**src/rtl/sseg_pkg.sv**
```systemverilog
// Shared definitions for the signed multiplexed 7-segment driver:
// glyph constants, BCD-to-glyph mapping, decimal digit count helper, FSM states.
package sseg_pkg;

    localparam logic [6:0] SEG_0     = 7'b1000000;
    localparam logic [6:0] SEG_1     = 7'b1111001;
    localparam logic [6:0] SEG_2     = 7'b0100100;
    localparam logic [6:0] SEG_3     = 7'b0110000;
    localparam logic [6:0] SEG_4     = 7'b0011001;
    localparam logic [6:0] SEG_5     = 7'b0010010;
    localparam logic [6:0] SEG_6     = 7'b0000010;
    localparam logic [6:0] SEG_7     = 7'b1111000;
    localparam logic [6:0] SEG_8     = 7'b0000000;
    localparam logic [6:0] SEG_9     = 7'b0010000;
    localparam logic [6:0] SEG_BLANK = 7'b1111111;
    localparam logic [6:0] SEG_MINUS = 7'b0111111;
    localparam logic [6:0] SEG_DASH  = 7'b0111111;

    typedef enum logic [1:0] {
        ST_IDLE   = 2'd0,
        ST_SHIFT  = 2'd1,
        ST_COMMIT = 2'd2
    } state_t;

    function automatic logic [6:0] bcd_to_seg(input logic [3:0] d);
        case (d)
            4'd0:    return SEG_0;
            4'd1:    return SEG_1;
            4'd2:    return SEG_2;
            4'd3:    return SEG_3;
            4'd4:    return SEG_4;
            4'd5:    return SEG_5;
            4'd6:    return SEG_6;
            4'd7:    return SEG_7;
            4'd8:    return SEG_8;
            4'd9:    return SEG_9;
            default: return SEG_BLANK;
        endcase
    endfunction

    // Decimal digits needed for 2^(width-1), the largest magnitude of a signed width-bit value.
    function automatic int calc_nb(input int width);
        int v;
        int n;
        v = 32'sd1 << (width - 32'sd1);
        n = 32'sd0;
        for (int i = 0; i < 10; i++) begin
            if (v > 32'sd0) begin
                v = v / 32'sd10;
                n = n + 32'sd1;
            end else begin
                n = n;
            end
        end
        if (n < 32'sd1) begin
            n = 32'sd1;
        end else begin
            n = n;
        end
        return n;
    endfunction

endpackage

```
**src/rtl/sseg_bin2bcd.sv**
```systemverilog
// Sequential double-dabble: loads on start, performs WIDTH add-3/shift steps,
// then pulses done for one cycle with the BCD result stable on bcd.
module sseg_bin2bcd
    import sseg_pkg::*;
#(
    parameter int WIDTH = 8
) (
    input  logic                            clk,
    input  logic                            rst_n,
    input  logic                            start,
    input  logic [WIDTH-1:0]                bin,
    output logic [4*calc_nb(WIDTH)-1:0]     bcd,
    output logic                            done
);

    localparam int NB = calc_nb(WIDTH);
    localparam int CW = $clog2(WIDTH + 1);

    logic [WIDTH-1:0]  r_sh;
    logic [4*NB-1:0]   r_bcd;
    logic [4*NB-1:0]   w_adj;
    logic [CW-1:0]     r_cnt;
    logic              r_busy;
    logic              r_done;

    // Add 3 to every BCD digit that is 5 or more before the next shift.
    always_comb begin
        w_adj = r_bcd;
        for (int i = 0; i < NB; i++) begin
            if (r_bcd[4*i +: 4] >= 4'd5) begin
                w_adj[4*i +: 4] = r_bcd[4*i +: 4] + 4'd3;
            end else begin
                w_adj[4*i +: 4] = r_bcd[4*i +: 4];
            end
        end
    end

    // Load, shift sequencing and completion pulse.
    always_ff @(posedge clk or negedge rst_n) begin
        if (!rst_n) begin
            r_sh   <= {WIDTH{1'b0}};
            r_bcd  <= {(4*NB){1'b0}};
            r_cnt  <= {CW{1'b0}};
            r_busy <= 1'b0;
            r_done <= 1'b0;
        end else if (start) begin
            r_sh   <= bin;
            r_bcd  <= {(4*NB){1'b0}};
            r_cnt  <= {CW{1'b0}};
            r_busy <= 1'b1;
            r_done <= 1'b0;
        end else if (r_busy) begin
            {r_bcd, r_sh} <= {w_adj[4*NB-2:0], r_sh, 1'b0};
            r_cnt         <= r_cnt + CW'(1'b1);
            if (r_cnt == CW'(WIDTH - 1)) begin
                r_busy <= 1'b0;
                r_done <= 1'b1;
            end else begin
                r_done <= 1'b0;
            end
        end else begin
            r_done <= 1'b0;
        end
    end

    assign bcd  = r_bcd;
    assign done = r_done;

endmodule

```
**src/rtl/sseg_signed_mux.sv**
```systemverilog
// Signed value to multiplexed common-anode 7-segment display driver.
// Optional macro SSEG_LZ_BLANK_EN: leading-zero blanking with a floating minus sign.
module sseg_signed_mux
    import sseg_pkg::*;
#(
    parameter int WIDTH    = 8,
    parameter int DIGITS   = 4,
    parameter int SCAN_DIV = 50000
) (
    input  logic              clk,
    input  logic              rst_n,
    input  logic [WIDTH-1:0]  in_data,
    input  logic              in_valid,
    output logic              in_ready,
    output logic [DIGITS-1:0] an,
    output logic [6:0]        seg
);

    localparam int NB = calc_nb(WIDTH);
    localparam int CW = $clog2(WIDTH);
    localparam int TW = $clog2(SCAN_DIV);
    localparam int DW = $clog2(DIGITS);

    state_t            r_state;
    state_t            w_next_state;
    logic              r_ready;
    logic [CW-1:0]     r_shift_cnt;
    logic              w_accept;
    logic              w_neg;
    logic [WIDTH-1:0]  w_mag;
    logic              r_neg_pend;
    logic [4*NB-1:0]   w_bcd;
    logic              w_done;
    logic              w_commit;
    int                w_sig;
    logic              w_ovf;
    logic              r_disp_neg;
    logic [4*NB-1:0]   r_disp_bcd;
    logic              r_disp_ovf;
    logic [TW-1:0]     r_tick;
    logic [DW-1:0]     r_dig;
    logic [3:0]        w_digit;
    logic [DIGITS-1:0] w_an;
    logic [6:0]        w_seg;
    logic [DIGITS-1:0] r_an;
    logic [6:0]        r_seg;

    assign w_accept = in_valid && r_ready;
    assign w_neg    = in_data[WIDTH-1];
    // WIDTH-bit unsigned magnitude, so the most negative value maps to 2^(WIDTH-1).
    assign w_mag    = w_neg ? (~in_data + WIDTH'(1'b1)) : in_data;
    assign w_commit = (r_state == ST_COMMIT) && w_done;

    sseg_bin2bcd #(.WIDTH(WIDTH)) u_bin2bcd (
        .clk   (clk),
        .rst_n (rst_n),
        .start (w_accept),
        .bin   (w_mag),
        .bcd   (w_bcd),
        .done  (w_done)
    );

    // Next-state logic for the accept/convert/commit sequence.
    always_comb begin
        w_next_state = r_state;
        case (r_state)
            ST_IDLE: begin
                if (w_accept) begin
                    w_next_state = ST_SHIFT;
                end else begin
                    w_next_state = ST_IDLE;
                end
            end
            ST_SHIFT: begin
                if (r_shift_cnt == CW'(WIDTH - 1)) begin
                    w_next_state = ST_COMMIT;
                end else begin
                    w_next_state = ST_SHIFT;
                end
            end
            ST_COMMIT: w_next_state = ST_IDLE;
            default:   w_next_state = ST_IDLE;
        endcase
    end

    // FSM state, handshake ready and shift-step counter.
    always_ff @(posedge clk or negedge rst_n) begin
        if (!rst_n) begin
            r_state     <= ST_IDLE;
            r_ready     <= 1'b1;
            r_shift_cnt <= {CW{1'b0}};
            r_neg_pend  <= 1'b0;
        end else begin
            r_state <= w_next_state;
            r_ready <= (w_next_state == ST_IDLE);
            if (w_accept) begin
                r_shift_cnt <= {CW{1'b0}};
                r_neg_pend  <= w_neg;
            end else if (r_state == ST_SHIFT) begin
                r_shift_cnt <= r_shift_cnt + CW'(1'b1);
            end
        end
    end

    // Significant-digit count of the finished conversion decides overflow.
    always_comb begin
        w_sig = 0;
        for (int i = 0; i < NB; i++) begin
            w_sig = (w_bcd[4*i +: 4] != 4'd0) ? (i + 1) : w_sig;
        end
        if (r_neg_pend) begin
            w_ovf = (w_sig > DIGITS - 1);
        end else begin
            w_ovf = (w_sig > DIGITS);
        end
    end

    // Display register; only ever loaded as a whole at commit.
    always_ff @(posedge clk or negedge rst_n) begin
        if (!rst_n) begin
            r_disp_neg <= 1'b0;
            r_disp_bcd <= {(4*NB){1'b0}};
            r_disp_ovf <= 1'b0;
        end else if (w_commit) begin
            r_disp_neg <= r_neg_pend;
            r_disp_bcd <= w_bcd;
            r_disp_ovf <= w_ovf;
        end
    end

    // Scan timing: each digit slot lasts SCAN_DIV cycles.
    always_ff @(posedge clk or negedge rst_n) begin
        if (!rst_n) begin
            r_tick <= {TW{1'b0}};
            r_dig  <= {DW{1'b0}};
        end else if (r_tick == TW'(SCAN_DIV - 1)) begin
            r_tick <= {TW{1'b0}};
            r_dig  <= (r_dig == DW'(DIGITS - 1)) ? {DW{1'b0}} : (r_dig + DW'(1'b1));
        end else begin
            r_tick <= r_tick + TW'(1'b1);
        end
    end

    // Glyph and anode selection for the digit currently being scanned.
    always_comb begin
        w_digit = 4'd0;
        for (int i = 0; i < NB; i++) begin
            w_digit = (i == int'(r_dig)) ? r_disp_bcd[4*i +: 4] : w_digit;
        end
        for (int i = 0; i < DIGITS; i++) begin
            w_an[i] = (i != int'(r_dig));
        end
`ifdef SSEG_LZ_BLANK_EN
        begin : g_blank
            int msd;
            msd = 0;
            for (int i = 0; i < NB; i++) begin
                msd = (r_disp_bcd[4*i +: 4] != 4'd0) ? i : msd;
            end
            if (r_disp_ovf) begin
                w_seg = SEG_DASH;
            end else if (int'(r_dig) <= msd) begin
                w_seg = bcd_to_seg(w_digit);
            end else if (r_disp_neg && (int'(r_dig) == msd + 1)) begin
                w_seg = SEG_MINUS;
            end else begin
                w_seg = SEG_BLANK;
            end
        end
`else
        if (r_disp_ovf) begin
            w_seg = SEG_DASH;
        end else if (r_disp_neg && (int'(r_dig) == DIGITS - 1)) begin
            w_seg = SEG_MINUS;
        end else begin
            w_seg = bcd_to_seg(w_digit);
        end
`endif
    end

    // Anode and segment outputs switch together on one edge.
    always_ff @(posedge clk or negedge rst_n) begin
        if (!rst_n) begin
            r_an  <= {DIGITS{1'b1}};
            r_seg <= SEG_BLANK;
        end else begin
            r_an  <= w_an;
            r_seg <= w_seg;
        end
    end

    assign in_ready = r_ready;
    assign an       = r_an;
    assign seg      = r_seg;

endmodule
```
**config.mk**
```make
export PLATFORM = sky130hd
export DESIGN_NAME = sseg_signed_mux
export DESIGN_NICKNAME = d
export VERILOG_FILES = /design/src/rtl/sseg_pkg.sv /design/src/rtl/sseg_bin2bcd.sv /design/src/rtl/sseg_signed_mux.sv
export SDC_FILE = /design/constraint.sdc
export NUM_CORES = 1
export LEC_CHECK = 0
export BUFFER_PORTS_ARGS = -buffer_cell sky130_fd_sc_hd__buf_2
export CAP_MARGIN = 20
export CORE_MARGIN = 1.5
export CORE_UTILIZATION = 45
export DETAILED_ROUTE_END_ITERATION = 8
export GPL_ROUTABILITY_DRIVEN = 0
export PLACE_DENSITY = 0.68
export SYNTH_ARGS = -nofsm -noshare
export SYNTH_HDL_FRONTEND = slang
export SYNTH_SLANG_ARGS = --single-unit
export TNS_END_PERCENT = 30
```
**constraint.sdc**
```tcl
create_clock -name clk -period 2.1 [get_ports clk]
set_clock_uncertainty 0.1 [all_clocks]
set_input_delay 0.105 -clock clk [delete_from_list [all_inputs] [get_ports clk]]
set_output_delay 0.105 -clock clk [all_outputs]
set_load 0.01 [all_outputs]
```
==> out/metrics.cfg <==
[synthesis]
async_flop_share_pct = 100
synth_edf_count = 0
synth_area_leaders = dfrtp_1 43%, dfstp_2 8.5%, ha_1 5.4%
synthCells = 347
synth_top_area_share_pct = 42.7
syn_nets = 374
synth-main-ff-cell = dfrtp_1
yosysSeqAreaShare_pct = 51.2
avgSynthCellArea_um2 = 10.7
yosys_register_bits = 75
synth_area_mm2 = 0.00370
yosysTopAreaCell = dfrtp_1
ys_types = 49
ys_warn_count = 0

[placement]
place_hpwl_um = 4410
portBuffers = 22

[flow_run]
maxCapViolations = 0

[clock_tree]
clock-sinks = 75
path_clk_slew_ns = 0.08
cts_inserted_buffers = 9
htreeDepth = 3
tritoncts = yes
clk_latency_ns = 0.35
clock-root-buffer = clkbuf_8
cts.path.max_buffers = 2

[critical_path]
startpoint_type = flop
cp_cell_sequence = inv_1 > ha_1 > nand3b_1 > a22o_2 > inv_1 > ha_1 > inv_1 > o21ai_0 > o311ai_1
path_class = flop to flop
path_buf_inv = 3
crit_path_end_kind = flop
crit_path_max_fanout = 5
worstPathRequired_ns = 2.25
crit_arrival_ns = 2.09
cp_top_family = adder cells
crit_slowest_cell = dfrtp_1
cpPeakStageDelay_ns = 0.40
crit_top_cell = inv_1

[finish]
area_delta_synth_final_pct = 15.1
layout_commonest_cell = dfrtp_1
antenna_cells = 0
drive_gt1_share_pct = 20.2
mostFrequentLayoutCells = 63 x dfrtp_1, 31 x nand2_1, 27 x nor2_1, 23 x o21ai_0, 22 x buf_2
final_core_util_pct = 54.2
finalNetCount = 408

[power]
power.leakage_nw = 2.02
ir_worst_vdd_mv = 0.516
p_per_area_mw_per_mm2 = 1090

[floorplan]
rows = 32
die_h_um = 93.6
start_util_pct = 47.1
die_area_mm2 = 0.00877
die_w_um = 93.6
ios = 23
core_area_mm2 = 0.00785

[run_status]
status = finished, final reports clean

[global_route]
antenna_found_initial = 0
grt_pass1_vias = 2632
grt_max_degree = 76
grt_use_total_pct = 16.7
grt_pass1_wl_um = 11400
overflow = 0

[sta]
finalCritPeriodShare_pct = 92.8
hold_viol = 0
max_slew_margin_pct = 54.1
rsz0062_at_grt = no
tightestPinTransition_ns = 0.687
finalSetupViolCount = 0
finalMaxSlewViolations = 0
fin_crit_ns = 1.95
whs_ns = 0.0210
fin_setup_tns_ns = 0
fmax_ghz = 0.513

[routing]
via_count = 2546
drc = 0
routed_wl_um = 6460
drtIter0Drc = 92
first_pass_iters = 4
ant_nets = 0
avgViaCountPerCell = 5.22
routedWlPerCell_um = 13.2

[min_path]
min_path_type = input port to flop

==> timing repair <==
item | CTS | global route
setup endpoints to repair | 0 | 2
endpoints found under the hold margin | 74 | 0
hold buffers | 6 | 0
gates resized for setup | 0 | 3
buffers inserted | 0 | 1
==> final timing paths <==
check                           startpoint           endpoint  slack, ns  depth (start not counted)
worst max-delay path              r_dig[1]             seg[3]       0.15                          9
worst min-delay path            in_data[3]  u_bin2bcd.r_sh[3]       0.02                          4
worst max register to register    r_dig[1]             seg[3]       0.15                          9
worst min register to register  r_state[1]         r_state[0]       0.38                          1
max in group asynchronous            rst_n             seg[1]       1.33                          3
min in group asynchronous            rst_n      r_disp_bcd[3]       0.21                          3
==> cells by family (layout without fill, tap and decap cells) <==
logic type / Yosys count / after routing / synth area share [%]
and+or+nand+nor: 110 / 110 / 15.1
DFF: 75 / 75 / 51.2
AOI/OAI and AO/OA: 62 / 62 / 11.2
buffers and inverters: 33 / 72 / 3.93
xor gates and xnor gates: 28 / 28 / 6.63
muxes: 23 / 23 / 6.47
adders and majority gates: 16 / 16 / 5.42
==> report_power, final <==
group / leakage, nW / internal, W / total [W] / switching [W]
clock: 0.113 / 0.000792 / 0.00134 / 0.000544
sequential: 0.950 / 0.00175 / 0.00201 / 0.000264
combinational: 0.957 / 0.000611 / 0.00127 / 0.000657
total: 2.02 / 0.00315 / 0.00462 / 0.00146
==> per-stage QoR <==
step | power, W | cell area, µm² | cells | setup slack, ns
after CTS | 0.00467 | 4230 | 487 | 0.0738
final | 0.00462 | 4250 | 488 | 0.152
after floorplan | 0.00300 | 3700 | 347 | 0.287
after global placement | 0.00325 | 3930 | 465 | 0.192
after global routing | 0.00495 | 4250 | 488 | 0.00178
after detailed placement | 0.00332 | 3930 | 465 | 0.0884
==> worst register-to-register path: cells and delay by family (launching register included) <==
family,cells,cell delay [ns]
AOI/OAI and AO/OA,3,0.42
DFF,1,0.40
adders and majority gates,2,0.53
buffers and inverters,3,0.29
and+or+nand+nor,1,0.10
==> Yosys cell counts (all sizes together) (5+ instances only) <==
master	n
xnor2	17
nand3	12
dfstp	12
buf	5
clkbuf	8
nand3b	7
nor2	29
nand2	31
o21ai	26
mux2	7
nand4	6
inv	20
ha	16
xor2	11
a21oi	17
dfrtp	63
nand2b	10
mux2i	16
==> final cells by class <==
| class | count | area [µm²] |
|---|---|---|
| fillers | 713 | 3590 |
| multi-input cells | 239 | 1670 |
| well taps | 102 | 128 |
| repair buffers | 36 | 243 |
| inverters | 20 | 75.1 |
| flip-flops and latches | 75 | 1890 |
| clock buffers | 10 | 128 |
| clock inverters | 6 | 114 |
==> sequential cells by signal, summed over array words and instances, names as in the netlist <==
| name | flops |
|---|---|
| u_bin2bcd.bcd | 12 |
| u_bin2bcd.done | 1 |
| u_bin2bcd.r_busy | 1 |
| r_shift_cnt | 3 |
| u_bin2bcd.r_cnt | 4 |
| in_ready | 1 |
| u_bin2bcd.r_sh | 8 |
| an | 4 |
| r_disp_bcd | 12 |
| r_dig | 2 |
| r_neg_pend | 1 |
| r_state | 2 |
| seg | 7 |
| r_disp_neg | 1 |
| r_tick | 16 |
==> layer usage <==
layer	routed length, µm	part of all wire (%)	track usage, %
met1	2980	46	19.7
met2	3110	48	28.6
met3	180	2.8	3.01
met5	0	0	0
met4	188	2.9	9.70
Power figures use the tool's default switching activity.
